--- config.mk ---
export PLATFORM = sky130hd
export DESIGN_NAME = riscv_core_div_in
export DESIGN_NICKNAME = d
export VERILOG_FILES = /design/src/rtl/riscv_core_div_pkg.sv /design/src/rtl/riscv_core_div_special.sv /design/src/rtl/riscv_core_div_in.sv
export SDC_FILE = /design/constraint.sdc
export NUM_CORES = 1
export LEC_CHECK = 0
export BUFFER_PORTS_ARGS = -buffer_cell sky130_fd_sc_hd__buf_2
export CAP_MARGIN = 30
export CORE_AREA = 2 2 184 186
export CTS_CLUSTER_SIZE = 25
export DETAILED_ROUTE_END_ITERATION = 10
export DIE_AREA = 0 0 186 188
export PLACE_DENSITY = 0.62
export RECOVER_POWER = 25
export SLEW_MARGIN = 10
export SYNTH_ARGS = -nofsm -noshare
export SYNTH_HDL_FRONTEND = slang
export SYNTH_SLANG_ARGS = --single-unit
--- constraint.sdc ---
create_clock -name i_clk -period 8 [get_ports i_clk]
set_clock_uncertainty 0.15 [all_clocks]
set_input_delay 0 -clock i_clk [delete_from_list [all_inputs] [get_ports i_clk]]
set_output_delay 0 -clock i_clk [all_outputs]
set_load 0.005 [all_outputs]
--- src/rtl/riscv_core_div_pkg.sv ---
// Shared definitions for the iterative divider: operation encodings and sequencer states.
package riscv_core_div_pkg;

  localparam int unsigned CTRL_W = 2;

  localparam logic [CTRL_W-1:0] CTRL_DIV   = 2'b00;
  localparam logic [CTRL_W-1:0] CTRL_DIVU  = 2'b01;
  localparam logic [CTRL_W-1:0] CTRL_REM   = 2'b10;
  localparam logic [CTRL_W-1:0] CTRL_REMU  = 2'b11;
  localparam logic [CTRL_W-1:0] CTRL_DIVW  = CTRL_DIV;
  localparam logic [CTRL_W-1:0] CTRL_DIVUW = CTRL_DIVU;
  localparam logic [CTRL_W-1:0] CTRL_REMW  = CTRL_REM;
  localparam logic [CTRL_W-1:0] CTRL_REMUW = CTRL_REMU;

  typedef enum logic [1:0] {
    ST_IDLE    = 2'd0,
    ST_START   = 2'd1,
    ST_BUSY    = 2'd2,
    ST_SPECIAL = 2'd3
  } div_state_e;

endpackage

--- src/rtl/riscv_core_div_special.sv ---
// Divide-by-zero and signed-overflow detection with the architecturally defined bypass result.
module riscv_core_div_special
  import riscv_core_div_pkg::*;
#(
  parameter int unsigned XLEN = 64
) (
  input  logic [XLEN-1:0]   src_a,
  input  logic [XLEN-1:0]   src_b,
  input  logic [CTRL_W-1:0] control,
  input  logic              isword,
  output logic              special_c,
  output logic [XLEN-1:0]   result_c
);

  localparam int unsigned WLEN = XLEN / 2;

  logic [XLEN-1:0] eff_a;
  logic            b_zero;
  logic            b_neg_one;
  logic            a_min;
  logic            overflow;
  logic            is_rem;

  always_comb begin
    eff_a     = isword ? {{WLEN{src_a[WLEN-1]}}, src_a[WLEN-1:0]} : src_a;
    b_zero    = isword ? (src_b[WLEN-1:0] == '0) : (src_b == '0);
    b_neg_one = isword ? (&src_b[WLEN-1:0]) : (&src_b);
    a_min     = isword ? (src_a[WLEN-1:0] == {1'b1, {(WLEN-1){1'b0}}})
                       : (src_a == {1'b1, {(XLEN-1){1'b0}}});
    is_rem    = control[1];
    overflow  = ~control[0] & a_min & b_neg_one;
    special_c = b_zero | overflow;
    result_c  = '0;
    if (b_zero) begin
      result_c = is_rem ? eff_a : '1;
    end else if (overflow) begin
      result_c = is_rem ? '0 : eff_a;
    end
  end

endmodule

--- src/rtl/riscv_core_div_in.sv ---
// Divider front end: accepts a request, prepares unsigned operands and signs, sequences the core
// and resolves divide-by-zero / overflow locally.
module riscv_core_div_in
  import riscv_core_div_pkg::*;
#(
  parameter int unsigned XLEN = 64
) (
  input  logic              i_clk,
  input  logic              i_rst,
  input  logic              i_div_in_valid,
  output logic              o_div_in_ready,
  input  logic [XLEN-1:0]   i_div_in_srcA,
  input  logic [XLEN-1:0]   i_div_in_srcB,
  input  logic [CTRL_W-1:0] i_div_in_control,
  input  logic              i_div_in_isword,
  input  logic              i_div_in_flush,
  output logic              o_div_in_start,
  output logic              o_div_in_abort,
  output logic [XLEN-1:0]   o_div_in_dividend,
  output logic [XLEN-1:0]   o_div_in_divisor,
  input  logic              i_div_in_done,
  output logic              o_div_in_srcA_Dsign,
  output logic              o_div_in_srcB_Dsign,
  output logic              o_div_in_srcA_Wsign,
  output logic              o_div_in_srcB_Wsign,
  output logic [CTRL_W-1:0] o_div_in_control,
  output logic              o_div_in_isword,
  output logic              o_div_in_special,
  output logic [XLEN-1:0]   o_div_in_special_result,
  output logic              o_div_in_result_valid
);

  localparam int unsigned WLEN = XLEN / 2;

  div_state_e      state;
  logic            special_c;
  logic [XLEN-1:0] special_result_c;
  logic            is_signed;
  logic            accept;

  // Most-negative input maps onto itself, which is its correct unsigned magnitude.
  function automatic logic [XLEN-1:0] magnitude(input logic [XLEN-1:0] src,
                                                input logic            sgn,
                                                input logic            word);
    logic [WLEN-1:0] lo;
    lo = src[WLEN-1:0];
    if (word) begin
      if (sgn && lo[WLEN-1]) lo = WLEN'(0) - lo;
      return XLEN'(lo);
    end
    if (sgn && src[XLEN-1]) return XLEN'(0) - src;
    return src;
  endfunction

  riscv_core_div_special #(.XLEN(XLEN)) u_special (
    .src_a     (i_div_in_srcA),
    .src_b     (i_div_in_srcB),
    .control   (i_div_in_control),
    .isword    (i_div_in_isword),
    .special_c (special_c),
    .result_c  (special_result_c)
  );

  assign is_signed = ~i_div_in_control[0];
  assign accept    = i_div_in_valid & o_div_in_ready & ~i_div_in_flush;

  assign o_div_in_ready        = (state == ST_IDLE);
  assign o_div_in_start        = (state == ST_START);
  assign o_div_in_special      = (state == ST_SPECIAL);
  assign o_div_in_result_valid = ~i_div_in_flush &
                                 (((state == ST_BUSY) & i_div_in_done) | (state == ST_SPECIAL));

  always_ff @(posedge i_clk or posedge i_rst) begin
    if (i_rst) begin
      state                   <= ST_IDLE;
      o_div_in_abort          <= 1'b0;
      o_div_in_dividend       <= '0;
      o_div_in_divisor        <= '0;
      o_div_in_srcA_Dsign     <= 1'b0;
      o_div_in_srcB_Dsign     <= 1'b0;
      o_div_in_srcA_Wsign     <= 1'b0;
      o_div_in_srcB_Wsign     <= 1'b0;
      o_div_in_control        <= '0;
      o_div_in_isword         <= 1'b0;
      o_div_in_special_result <= '0;
    end else begin
      o_div_in_abort <= 1'b0;
      case (state)
        ST_IDLE: begin
          if (accept) begin
            o_div_in_dividend       <= magnitude(i_div_in_srcA, is_signed, i_div_in_isword);
            o_div_in_divisor        <= magnitude(i_div_in_srcB, is_signed, i_div_in_isword);
            o_div_in_srcA_Dsign     <= is_signed & i_div_in_srcA[XLEN-1];
            o_div_in_srcB_Dsign     <= is_signed & i_div_in_srcB[XLEN-1];
            o_div_in_srcA_Wsign     <= is_signed & i_div_in_srcA[WLEN-1];
            o_div_in_srcB_Wsign     <= is_signed & i_div_in_srcB[WLEN-1];
            o_div_in_control        <= i_div_in_control;
            o_div_in_isword         <= i_div_in_isword;
            o_div_in_special_result <= special_result_c;
            state                   <= special_c ? ST_SPECIAL : ST_START;
          end
        end
        ST_START: begin
          if (i_div_in_flush) begin
            o_div_in_abort <= 1'b1;
            state          <= ST_IDLE;
          end else begin
            state <= ST_BUSY;
          end
        end
        // Flush outranks done: the core result is discarded.
        ST_BUSY: begin
          if (i_div_in_flush) begin
            o_div_in_abort <= 1'b1;
            state          <= ST_IDLE;
          end else if (i_div_in_done) begin
            state <= ST_IDLE;
          end
        end
        ST_SPECIAL: state <= ST_IDLE;
        default:    state <= ST_IDLE;
      endcase
    end
  end

endmodule

After elaboration in Yosys (flattened, before gate mapping)
Index checks and enable logic that the tools add are counted.

word-level totals
  input port bits = 136
  output and inout bits = 204
  logic and storage cells = 85
  bits in registers = 202

cells by class
  equal/unequal tests = 7
  reductions and logical operators = 12
  multiplexer cells = 37
  add/subtract/negate cells = 4
  bitwise gates (word level) = 14

operators with widths
  kind                                                                   number
  64-bit two-way mux                                                     13
  1-bit by 64-bit subtractor with 64-bit output, first input constant    2
  64-bit equality test, second input constant                            1
  64-bit logical NOT                                                     1
  32-bit two-way mux                                                     2
  64-bit AND reduction                                                   1
  1-bit by 32-bit subtractor with 32-bit output, first input constant    2
  32-bit equality test, second input constant                            1
  32-bit logical NOT                                                     1
  32-bit AND reduction                                                   1
  1-bit two-way mux                                                      16
  1-bit AND                                                              10
  2-bit two-way mux                                                      5
  2-bit case mux with 4 select lines                                     1
  2-bit equality test, second input constant                             2
  1-bit logical AND                                                      4
  2-bit AND reduction                                                    2
  3-bit != test, second input constant                                   1
  2-bit by 1-bit equality test with 1-bit output, second input constant  1
  2-bit logical NOT                                                      1
  2-bit by 1-bit != test with 1-bit output, second input constant        1
  1-bit inverter                                                         2
  1-bit OR                                                               2
  2-bit OR reduction                                                     1

Depth between registers and ports, before layout
  depth after elaboration = 10
  gate-level depth with buffers = 10
  gate-level depth less buffers = 9

Hierarchy
From an unflattened synthesis, not the netlist that was laid out.

second synthesis, totals
  cell total of the unflattened synthesis = 1446
  area, all modules = 11855.1 um^2

by module, submodules not included
  module                  seq. area each (um^2)  area an instance (um^2)  instances  cells an instance
  riscv_core_div_in       5054.8                 10436.3                  1          1219
  riscv_core_div_special  0.0                    1418.9                   1          227

Worst setup path before layout
OpenSTA, ideal clock, no wires.

  path kind = input-to-reg
  start = in i_div_in_srcA[4]
  end = reg o_div_in_special_result[62]
  slack = 5.674 ns
  data required time = 7.780 ns
  data arrival time = 2.106 ns
  library setup time = 0.070 ns
  cell stages on the path = 9
  path buffers = 2
  cells stage by stage = or3_1 > or3b_1 > nor4_4 > nand4b_1 > a21o_1 > o21ba_1 > buf_6 > buf_12 > nor2_4

on the way
  longest elaborated chain between the ends = 6
  elaborated cells between the ends (all ways) = 7
  those cells by class = 2 x eq/ne; 3 x mux; 2 x bitwise

ends and longest elaborated chain
  what                                                                 line                                                        text
  start: declaration                                                   riscv_core_div_in.sv:12                                     input logic [XLEN-1:0] i_div_in_srcA,
  64-bit equality test / 32-bit equality test (equally long branches)  riscv_core_div_special.sv:29, riscv_core_div_special.sv:28
  1-bit two-way mux (*)                                                riscv_core_div_special.sv:28                                a_min = isword ? (src_a[WLEN-1:0] == {1'b1, {(WLEN-1){1'b0}}})
  1-bit AND (*) (2 in a row)                                           riscv_core_div_special.sv:31                                overflow = ~control[0] & a_min & b_neg_one;
  64-bit two-way mux (*)                                               riscv_core_div_special.sv:36                                end else if (overflow) begin
  64-bit two-way mux (*)                                               riscv_core_div_special.sv:34                                if (b_zero) begin
  end signal: assignment                                               riscv_core_div_in.sv:99                                     o_div_in_special_result <= special_result_c;
  end: declaration                                                     riscv_core_div_in.sv:29                                     output logic [XLEN-1:0] o_div_in_special_result,

Mark *: on every way between the ends. The rest lies on a longest branch, timed or not.
A chain may end at the register's enable or synchronous reset.

Final worst setup path
  start = in i_div_in_srcB[3]
  end = reg o_div_in_divisor[59]

on the way
  longest elaborated chain between the ends = 4

ends and longest elaborated chain
  what                                           line                     text
  start: declaration                             riscv_core_div_in.sv:13  input logic [XLEN-1:0] i_div_in_srcB,
  1-bit by 64-bit subtractor with 64-bit output  riscv_core_div_in.sv:51  if (sgn && src[XLEN-1]) return XLEN'(0) - src;
  64-bit two-way mux                             riscv_core_div_in.sv:51
  64-bit two-way mux                             riscv_core_div_in.sv:52  return src;
  64-bit two-way mux                             riscv_core_div_in.sv:51
  end signal: assignment                         riscv_core_div_in.sv:92  o_div_in_divisor <= magnitude(i_div_in_srcB, is_signed, i_div_in_isword);
  end: declaration                               riscv_core_div_in.sv:20  output logic [XLEN-1:0] o_div_in_divisor,

No other way between the ends.

==> impl_results.md <==
* Largest area contributor in the netlist: dfrtp_1
* IO Pins at 340
* Clock Tree Buf Depth at 3
* Clock power frac at 0.248
* Total gr overflow at 0
* Mapped Area at 11,110 µm²
* Post-synthesis cell type count at 55
* Vias per cell at 5.106
* Final HPWL DP at 26.38 mm
* Synth cell count leaders: 202 x dfrtp_1, 175 x nand2_1, 127 x o21ai_0
* Drt pass-1 iters at 4
* Critical Path Source Type: input port
* Synthesis warning total at 0
* Final Critical Period at 3.668 ns
* RSZ-0062 raised after global routing: false
* Reg clk slew, reported paths at 0.06 ns
* Asr flop ratio synth at 1.000
* Worst-Margin Slew at 0.9476 ns
* Sw power at 0.001763 W
* Area grow syn2layout at 44.41%
* Routed Antenna Nets at 0
* Vias in the first global route at 11,130
* CP endpoint kind: flip-flop
* RD Place Congestion at 0.8532
* First-pass GRT wire length at 61.96 mm
* Worst EP arrival at 3.90 ns
* Htree depth at 1
* Final setup viols at 0
* Nets at 1,849
* Post-CTS setup buffer count at 0
* Seq/Total Area, Yosys at 0.4548
* F_max at 272.7 MHz
* WL/cell at 18.28 µm
* Tcrit/Tclk final at 0.4584
* PwrDens at 296.4 nW/µm²
* DR iter-0 viols at 497
* CTS tree: done
* Relative slew slack at 0.3683
* Hold crit path type: in2reg
* Synth Flop Type: dfrtp_1
* Die area at 34,970 µm²
* Die height at 188 µm
* Slew Limit Fails at 0
* Synth top area cells: dfrtp_1 45%, nor2_4 6.1%, nand2_1 5.9%
* CTS Sinks at 202
* EDFF count, synth at 0
* Static Leak at 6.919 nW
* Largest net degree at the start of global routing at 106
* Hold Fails Final Rpt at 0
* Status: complete, no violations
* Seq pwr share at 0.376
* Initial antenna violation count at 1
* Post-route setup TNS at 0 ns
* Post_cts resized at 0
* Post-synth top area share at 0.4548
* WS Path Type: in2reg
* Logic pwr share at 0.376
* Routed WL at 39.72 mm
* Worst skew pair latency at 0.52 ns
* Port bufs at 339
* Synth Area per Inst at 9.387 µm²
* VDD IR max at 0.1527 mV
* Syn Inst Count at 1,184
* Cell with the most instances after synthesis: dfrtp_1
* Internal power at 0.002995 W
* Sw frac at 0.3705
* CTS Buf Count at 25
* Total Power at 0.004757 W
* Width of the die at 186 µm
* GR Util All Layers at 0.2234
* Clock root buffer: clkbuf_16
* Via count at 11,100
* Initial Utilization at 0.3357
* Cts-stage hold buffer count at 209
* CP Data Required Time at 8.23 ns
* Row count at 67
* Synthesized flop and latch total at 202
* Max Cap Violations at 0
* Critical path peak fanout at 8
* Core ar. at 33,110 µm²
* Layout cells sized above 1 at 0.2216
* Number of remaining DRC errors at 0
* Net count after synthesis at 1,327
==> power groups by stage <==
stage	logic [W]	registers (W)	clock network, W
floorplan	0.000876	0.00180	0
global placement	0.00169	0.00178	0
detailed placement	0.00172	0.00179	0
CTS	0.00184	0.00178	0.00121
global route	0.00198	0.00184	0.00125
finish	0.00179	0.00179	0.00118
==> worst max-delay path: stages <==
cell           delay (ns)
dlygate4sd3_1        0.55
buf_2                0.16
or4_1                0.62
nor4_2               0.46
nand4_1              0.52
nor4_4               0.60
a31oi_1              0.17
xnor2_1              0.18
dlygate4sd3_1        0.57
o21ai_1              0.06
==> routing by layer <==
metal	wire length, µm	global-route usage	part of all wire	vias to the layer above
met5	0	0	0	-
met2	18510	0.3692	0.47	412
met4	1215	0.07723	0.031	0
li1	-	-	-	5246
met1	17220	0.2895	0.43	5340
met3	2773	0.04525	0.070	97
==> placed cells by master (no fill, tap or decap), types with 3 or more instances in the layout <==
| cell | Yosys | routed |
|---|---|---|
| nand2_1 | 175 | 175 |
| xor2_1 | 67 | 67 |
| xnor2_1 | 52 | 52 |
| or3_1 | 6 | 5 |
| dfrtp_1 | 202 | 202 |
| o21ai_1 | 24 | 24 |
| nor2b_1 | 30 | 30 |
| bufinv_16 | 0 | 3 |
| buf_16 | 0 | 3 |
| nor2_1 | 55 | 54 |
| or4_1 | 14 | 14 |
| nand2b_1 | 6 | 6 |
| nor3_1 | 24 | 24 |
| nand4_1 | 21 | 21 |
| a41oi_1 | 3 | 3 |
| clkinv_2 | 0 | 8 |
| clkbuf_8 | 0 | 4 |
| buf_4 | 0 | 12 |
| buf_1 | 1 | 3 |
| or2_2 | 4 | 3 |
| nor2_4 | 60 | 61 |
| nor4_2 | 2 | 3 |
| clkbuf_1 | 58 | 101 |
| o41ai_1 | 12 | 12 |
| o22ai_1 | 64 | 64 |
| nor4_1 | 18 | 17 |
| dlygate4sd3_1 | 0 | 209 |
| nor3_2 | 3 | 3 |
| nand3_1 | 13 | 13 |
| inv_1 | 19 | 18 |
| a31oi_1 | 16 | 16 |
| o31ai_1 | 24 | 24 |
| clkbuf_16 | 0 | 25 |
| buf_2 | 3 | 237 |
| ha_1 | 7 | 7 |
| o21ai_0 | 127 | 127 |
| a21oi_1 | 39 | 38 |
==> metrics by stage <==
step           hold WS, ns    util  std cells  cell area (µm²)  setup slack [ns]
2_1_floorplan      -0.1189       -       1184            11110             2.339
6_report            0.1440  0.4847       2173            16050             4.332
3_3_place_gp        0.1354  0.3968       1913            13140             4.630
5_1_grt             0.1748  0.4847       2173            16050             4.154
4_1_cts             0.1280  0.4865       2169            16110             4.405
3_5_place_dp      -0.06100  0.3979       1915            13180             4.608
==> worst paths after layout <==
kind | cells past startpoint | end | slack, ns | startpoint
worst max-delay path | 10 | o_div_in_divisor[59] | 4.33 | i_div_in_srcB[3]
worst min-delay path | 4 | o_div_in_divisor[0] | 0.14 | i_div_in_valid
worst max register to register | 10 | o_div_in_divisor[34] | 4.65 | state[1]
worst min register to register | 2 | o_div_in_control[1] | 0.32 | o_div_in_control[1]
max in group asynchronous | 6 | o_div_in_special_result[18] | 5.47 | i_rst
min in group asynchronous | 4 | o_div_in_dividend[8] | 0.54 | i_rst
==> cell type report <==
class | instances | area [µm²]
fill | 3123 | 17060
multi-input combinational | 893 | 5663
timing repair buffer | 564 | 3845
tap | 448 | 560.5
antenna | 1 | 2.502
clock buffer | 31 | 688.2
clock inverter | 14 | 153.9
inverter | 20 | 82.58
sequential | 202 | 5055
==> registers in the layout (all words and copies together) (netlist names) <==
register / flops
o_div_in_divisor: 64
o_div_in_srcA_Wsign: 1
o_div_in_control: 2
o_div_in_srcB_Wsign: 1
state: 2
o_div_in_isword: 1
o_div_in_srcB_Dsign: 1
o_div_in_abort: 1
o_div_in_dividend: 64
o_div_in_special_result: 64
o_div_in_srcA_Dsign: 1
==> cells by family (layout without fill, tap and decap cells) <==
family / Yosys count / count (layout) / share of synthesized area
adders and majority gates: 7 / 7 / 0.007880
buffers and inverters: 89 / 629 / 0.03985
muxes: 1 / 1 / 0.0009006
and+or+nand+nor: 449 / 449 / 0.2371
xor gates and xnor gates: 119 / 119 / 0.09377
AOI/OAI and AO/OA: 317 / 317 / 0.1657
DFF: 202 / 202 / 0.4548
other: 0 / 1 / 0
Note: power is estimated with default switching activity, not from simulation.
